File: src/rtl/mealy_seq_pkg.sv
// Shared types and helpers for the run-time configurable Mealy sequence detector.
package mealy_seq_pkg;

    typedef enum logic [1:0] {
        IDLE  = 2'd0,
        FILL  = 2'd1,
        ARMED = 2'd2
    } state_t;

    // A zero length is treated as one bit; anything longer than the hardware holds is capped.
    function automatic int unsigned clamp_len(input int unsigned len, input int unsigned max_len);
        int unsigned r;
        if (len == 32'd0) begin
            r = 32'd1;
        end else if (len > max_len) begin
            r = max_len;
        end else begin
            r = len;
        end
        return r;
    endfunction

    function automatic logic [31:0] len_mask(input int unsigned len);
        logic [31:0] m;
        if (len >= 32'd32) begin
            m = {32{1'b1}};
        end else begin
            m = (32'd1 << len) - 32'd1;
        end
        return m;
    endfunction

endpackage

File: src/rtl/seq_hist_shreg.sv
// History shift register and fill counter for the sequence detector.
module seq_hist_shreg #(
    parameter int MAX_LEN = 8,
    parameter int LEN_W   = 4
) (
    input  logic               clk,
    input  logic               reset_n,
    input  logic               clear,
    input  logic               shift,
    input  logic               in,
    input  logic [LEN_W-1:0]   len,
    output logic [MAX_LEN-2:0] history,
    output logic [LEN_W-1:0]   fill_cnt,
    output logic               full
);

    logic [MAX_LEN-2:0] history_r;
    logic [LEN_W-1:0]   fill_cnt_r;
    logic [MAX_LEN-1:0] ext_s;
    logic               full_s;

    assign ext_s  = {history_r, in};
    assign full_s = (fill_cnt_r == (len - LEN_W'(1)));

    // Shift in the newest bit; the fill count stops once len-1 bits are held.
    always_ff @(posedge clk or negedge reset_n) begin
        if (!reset_n) begin
            history_r  <= {(MAX_LEN-1){1'b0}};
            fill_cnt_r <= {LEN_W{1'b0}};
        end else if (clear) begin
            history_r  <= {(MAX_LEN-1){1'b0}};
            fill_cnt_r <= {LEN_W{1'b0}};
        end else if (shift) begin
            history_r <= ext_s[MAX_LEN-2:0];
            if (!full_s) begin
                fill_cnt_r <= fill_cnt_r + LEN_W'(1);
            end
        end
    end

    assign history  = history_r;
    assign fill_cnt = fill_cnt_r;
    assign full     = full_s;

endmodule

File: src/rtl/mealy_seq_detector.sv
// Run-time configurable Mealy serial pattern detector with saturating match counter.
// Define MEALY_SEQ_REG_OUT_EN to register `out` (one-cycle delayed single pulse).
module mealy_seq_detector
    import mealy_seq_pkg::*;
#(
    parameter int MAX_LEN = 8,
    parameter int LEN_W   = $clog2(MAX_LEN + 1),
    parameter int CNT_W   = 8
) (
    input  logic               clk,
    input  logic               reset_n,
    input  logic               cfg_load,
    input  logic [MAX_LEN-1:0] cfg_pattern,
    input  logic [LEN_W-1:0]   cfg_len,
    input  logic               cfg_overlap,
    input  logic               in_valid,
    input  logic               in,
    output logic               out,
    output logic               armed,
    output logic               configured,
    output logic [CNT_W-1:0]   match_count
);

    state_t             state_r;
    state_t             state_nxt_s;
    logic [MAX_LEN-1:0] pattern_r;
    logic [LEN_W-1:0]   len_r;
    logic               overlap_r;
    logic               configured_r;
    logic [CNT_W-1:0]   count_r;

    logic [LEN_W-1:0]   len_ld_s;
    logic [MAX_LEN-1:0] mask_s;
    logic [MAX_LEN-1:0] window_s;
    logic [MAX_LEN-2:0] history_s;
    logic [LEN_W-1:0]   fill_cnt_s;
    logic               full_s;
    logic               hit_s;
    logic               match_s;
    logic               armed_s;
    logic               clear_s;
    logic               shift_s;

    assign len_ld_s = LEN_W'(clamp_len(32'(cfg_len), MAX_LEN));
    assign mask_s   = MAX_LEN'(len_mask(32'(len_r)));
    assign window_s = {history_s, in};
    assign hit_s    = (((window_s ^ pattern_r) & mask_s) == {MAX_LEN{1'b0}});

    // A non-overlapping match restarts the fill from empty history.
    assign clear_s  = cfg_load | (match_s & ~overlap_r);
    assign shift_s  = ~clear_s & in_valid & (state_r != IDLE);

    seq_hist_shreg #(
        .MAX_LEN (MAX_LEN),
        .LEN_W   (LEN_W)
    ) u_hist (
        .clk      (clk),
        .reset_n  (reset_n),
        .clear    (clear_s),
        .shift    (shift_s),
        .in       (in),
        .len      (len_r),
        .history  (history_s),
        .fill_cnt (fill_cnt_s),
        .full     (full_s)
    );

    // State register.
    always_ff @(posedge clk or negedge reset_n) begin
        if (!reset_n) begin
            state_r <= IDLE;
        end else begin
            state_r <= state_nxt_s;
        end
    end

    // Next-state logic; a load overrides whatever the stream is doing.
    always_comb begin
        state_nxt_s = state_r;
        if (cfg_load) begin
            if (len_ld_s == LEN_W'(1)) begin
                state_nxt_s = ARMED;
            end else begin
                state_nxt_s = FILL;
            end
        end else begin
            case (state_r)
                IDLE: begin
                    state_nxt_s = IDLE;
                end
                FILL: begin
                    if (in_valid && (fill_cnt_s == (len_r - LEN_W'(2)))) begin
                        state_nxt_s = ARMED;
                    end else begin
                        state_nxt_s = FILL;
                    end
                end
                ARMED: begin
                    if (match_s && !overlap_r && (len_r != LEN_W'(1))) begin
                        state_nxt_s = FILL;
                    end else begin
                        state_nxt_s = ARMED;
                    end
                end
                default: begin
                    state_nxt_s = IDLE;
                end
            endcase
        end
    end

    // Output decode: the match is qualified by state, strobe and the absence of a load.
    always_comb begin
        armed_s = (state_r == ARMED);
        if (armed_s && in_valid && !cfg_load) begin
            match_s = hit_s;
        end else begin
            match_s = 1'b0;
        end
    end

    // Configuration capture.
    always_ff @(posedge clk or negedge reset_n) begin
        if (!reset_n) begin
            pattern_r    <= {MAX_LEN{1'b0}};
            len_r        <= {LEN_W{1'b0}};
            overlap_r    <= 1'b0;
            configured_r <= 1'b0;
        end else if (cfg_load) begin
            pattern_r    <= cfg_pattern;
            len_r        <= len_ld_s;
            overlap_r    <= cfg_overlap;
            configured_r <= 1'b1;
        end
    end

    // Saturating match counter, cleared on every load.
    always_ff @(posedge clk or negedge reset_n) begin
        if (!reset_n) begin
            count_r <= {CNT_W{1'b0}};
        end else if (cfg_load) begin
            count_r <= {CNT_W{1'b0}};
        end else if (match_s && (count_r != {CNT_W{1'b1}})) begin
            count_r <= count_r + CNT_W'(1);
        end
    end

`ifdef MEALY_SEQ_REG_OUT_EN
    logic out_r;

    // One-cycle delayed match pulse; a load drops any pending pulse.
    always_ff @(posedge clk or negedge reset_n) begin
        if (!reset_n) begin
            out_r <= 1'b0;
        end else if (cfg_load) begin
            out_r <= 1'b0;
        end else begin
            out_r <= match_s;
        end
    end

    assign out = out_r;
`else
    assign out = match_s;
`endif

    assign armed       = armed_s;
    assign configured  = configured_r;
    assign match_count = count_r;

endmodule

File: config.mk
export PLATFORM = sky130hd
export DESIGN_NAME = mealy_seq_detector
export DESIGN_NICKNAME = d
export VERILOG_FILES = /design/src/rtl/mealy_seq_pkg.sv /design/src/rtl/seq_hist_shreg.sv /design/src/rtl/mealy_seq_detector.sv
export SDC_FILE = /design/constraint.sdc
export NUM_CORES = 1
export LEC_CHECK = 0
export ABC_AREA = 1
export BUFFER_PORTS_ARGS = -buffer_cell sky130_fd_sc_hd__buf_2
export CAP_MARGIN = 0
export CELL_PAD_IN_SITES_DETAIL_PLACEMENT = 2
export CELL_PAD_IN_SITES_GLOBAL_PLACEMENT = 2
export CORE_MARGIN = 2
export CORE_UTILIZATION = 27
export CTS_CLUSTER_DIAMETER = 200
export DETAILED_ROUTE_END_ITERATION = 8
export MAX_ROUTING_LAYER = met4
export PLACE_DENSITY = 0.7
export SLEW_MARGIN = 20
export SYNTH_ARGS = -nofsm -noshare
export SYNTH_HDL_FRONTEND = slang
export SYNTH_SLANG_ARGS = --single-unit
File: constraint.sdc
create_clock -name clk -period 2.35 [get_ports clk]
set_input_delay 0.3525 -clock clk [delete_from_list [all_inputs] [get_ports clk]]
set_output_delay 0.3525 -clock clk [all_outputs]
set_load 0.01 [all_outputs]
==> reports/qor.txt <==
Status = complete, but fails checks
Failing checks = negative setup slack
Max VDD drop = 0.234 mV
Endpoints failing setup = 21
Bufs and invs on worst path = 2
Num CTS Buffers = 5
Final WL = 7.99 mm
Commonest cells post-synth = nand2_1, dfrtp_1, inv_1, nand3_1, nor2_1
Clk pwr share = 0.361
Layout cell share with drive strength beyond 1 = 0.355
Required time of the critical path = 2.00 ns
Synth Register Bits = 35
Num ports = 29
Die Area = 9080 µm²
Share of power burned in registers = 0.391
Mean Syn Cell Area = 7.84 µm²
Maximum clock frequency = 385 MHz
Clock root buffer = clkbuf_8
Starting Density = 0.277
Met1 wire length = 3.67 mm
RSZ-0062 raised after global routing = true
Gr usage total = 0.175
Post-Syn Nets = 318
Nets@finish = 376
Design Power = 1710 µW
Area leader, netlist = dfrtp_1
Net switching fraction of the power = 0.322
Top-count cell post-synth = nand2_1
Crit-path cells = inv_2 -> ha_4 -> nand2_2 -> ha_4 -> a21oi_2 -> nand2_1 -> nand3_2 -> nor2_2 -> nand3_2 -> nor3_4 -> buf_2
First-pass GRT wire length = 11.9 mm
Fin. Hold Viols = 0
DP HPWL = 5.15 mm
Clock buffer depth = 2
Layout area overhead = 35.0%
Internal power = 1160 µW
CP Data Arrival Time = 2.24 ns
Max Slew Vio Count = 0
Worst-path clk slew = 0.08 ns
Tmin final = 2.60 ns
Vias in the first global route = 2,358
Yosys warnings = 0
GPL Wtd Cong = 0.769
Post-Syn Area = 2250 µm²
EDFF count, synth = 0
Max incr delay on CP = 0.41 ns
Family with the most delay on the worst path = simple AND/OR/NAND/NOR gates
Num rows = 33
Switching power of the nets = 550 µW
Leak = 0.00152 µW
Hold Crit Class = in -> async
Distinct cells, synth = 31
Routed Antenna Nets = 0
Met2 routed WL = 3.98 mm
Final worst slack = -0.246 ns
Detailed Route Iter0 Violations = 48
Met3 WL = 170 µm
Slew HR = 0.434
Slowest-stage cell, CP = dfrtp_1
Fin Clk Skew = 0.00600 ns
Worst skew pair latency = 0.30 ns
Synth area leaders = dfrtp_1, nand2_1, ha_1
Post-Synthesis Cells = 287
Die Wd = 95.3 µm
Final Cycle Share = 1.10
Die Ht = 95.3 µm
# diodes = 0
Post-synth top flop = dfrtp_1
Initial antenna violation count = 0
Worst-path fanout max = 3
# H-tree levels = 2
WL per Instance = 17.7 µm
Share of the synthesized area in the top cell type = 0.389
Largest net degree at the start of global routing = 36
Hold buffers post-CTS = 0
P per Cell Area = 561 nW/µm²
Async set-reset flop share out of synthesis = 1.00
Comb power frac = 0.248
Worst-margin pin slew = 0.850 ns
Crit Path Category = reg -> out
Initial DRT Pass Iterations = 4
Final Util = 0.374
Total grt overflow = 0
Top layer in use = met4
Total number of vias = 2,128
Max Cap Viol = 0
Core area = 8130 µm²
IO buf count = 28
Setup crit start kind = register
Vias per cell = 4.72
CP endpoint kind = output pin
CTS sink cnt = 35
Sequential area share after synthesis = 0.389
# fillers = 920
DR DRC count = 0
CTS tree = done
[cell families after synthesis]
family | after synthesis | synth area share
AND/OR/NAND/NOR | 151 | 0.302
buffers and inverters | 35 | 0.0650
flip-flops | 35 | 0.389
AO/OA/AOI/OAI | 31 | 0.0856
XOR/XNOR | 22 | 0.0856
adder cells (fa/ha/maj) | 13 | 0.0723
[sequential cells by signal, summed over array words and instances (netlist names)]
name and count:
match_count 8, overlap_r 1, configured 1, state_r 2, u_hist.history 7, pattern_r 8
len_r 4, u_hist.fill_cnt 4
[power groups by stage]
stage,sequential [µW],clock (µW),combinational (µW)
after CTS,664,610,369
after global routing,672,644,467
after global placement,672,0,325
final,667,616,422
after detailed placement,674,0,338
after floorplan,669,0,207
[layout make-up]
class                      instances  area, µm²  share of cell area
sequential                        35        877               0.289
clock buffer                       6       82.6              0.0272
multi-input combinational        217       1400               0.460
timing repair buffer              57        395               0.130
tap                              105        131              0.0432
inverter                          29        116              0.0383
clock inverter                     2       38.8              0.0128
[layer usage]
layer  track usage  vias to the layer above
met5             -                        -
met4        0.0362                        0
met3        0.0190                       12
met2         0.298                       32
met1         0.225                     1057
li1              -                     1027
[cells in the final DEF (no fill, tap or decap), drive strengths merged, types with 2 or more instances in the layout]
cell type and n:
a21oi 10, buf 56, nand2 93, o211ai 2
ha 13, nand4 5, xor2 13, xnor2 9
inv 30, clkbuf 7, nor3 2, o22ai 2
o21ai 15, nand3 23, nor2 25, dfrtp 35
[path summary, 6_finish.rpt]
path | cells past startpoint | startpoint | slack (ns) | to
min in group clk | 3 | cfg_pattern[6] | 0.26 | pattern_r[6]
max in group asynchronous | 1 | reset_n | 1.62 | len_r[0]
setup / recovery | 11 | len_r[1] | -0.25 | out
setup reg to reg | 17 | len_r[1] | -0.16 | match_count[3]
hold / removal | 1 | reset_n | 0.15 | len_r[3]
hold reg to reg | 1 | configured | 0.48 | configured
[stage by stage]
| stage | hold slack, ns | cells | TNS [ns] | instance area [µm²] | worst slack [ns] |
|---|---|---|---|---|---|
| 2_1_floorplan | 0.0569 | 287 | 0 | 2250 | 0.0742 |
| 3_3_place_gp | 0.450 | 430 | 0 | 2620 | 0.0839 |
| 3_5_place_dp | 0.461 | 430 | -0.604 | 2620 | -0.0438 |
| 4_1_cts | 0.196 | 444 | -0.106 | 2840 | -0.0994 |
| 5_1_grt | 0.211 | 451 | -4.63 | 3040 | -0.337 |
| 6_report | 0.153 | 451 | -2.41 | 3040 | -0.246 |
[worst register-to-register path, stage by stage (launching register included)]
cell and delay (ns):
dfrtp_1 0.41, inv_2 0.12, ha_4 0.15, nand2_2 0.08
ha_4 0.28, a21oi_2 0.03, nand2_1 0.07, nand3_2 0.08
nor2_2 0.15, nand3_2 0.15, nor3_4 0.25, buf_4 0.14
buf_6 0.10, nand2_4 0.06, nand2_4 0.11, buf_6 0.15
nand2_2 0.05, nand2_1 0.06
[timing repair]
item / in CTS / in global routing
cloned: 0 / 1
setup buffers: 6 / 7
pin swaps: 7 / 13
endpoints found under the hold margin: 0 / 0
resized for setup: 15 / 36
endpoints found under the setup margin: 20 / 21
Note: power is estimated with default switching activity, not from simulation.
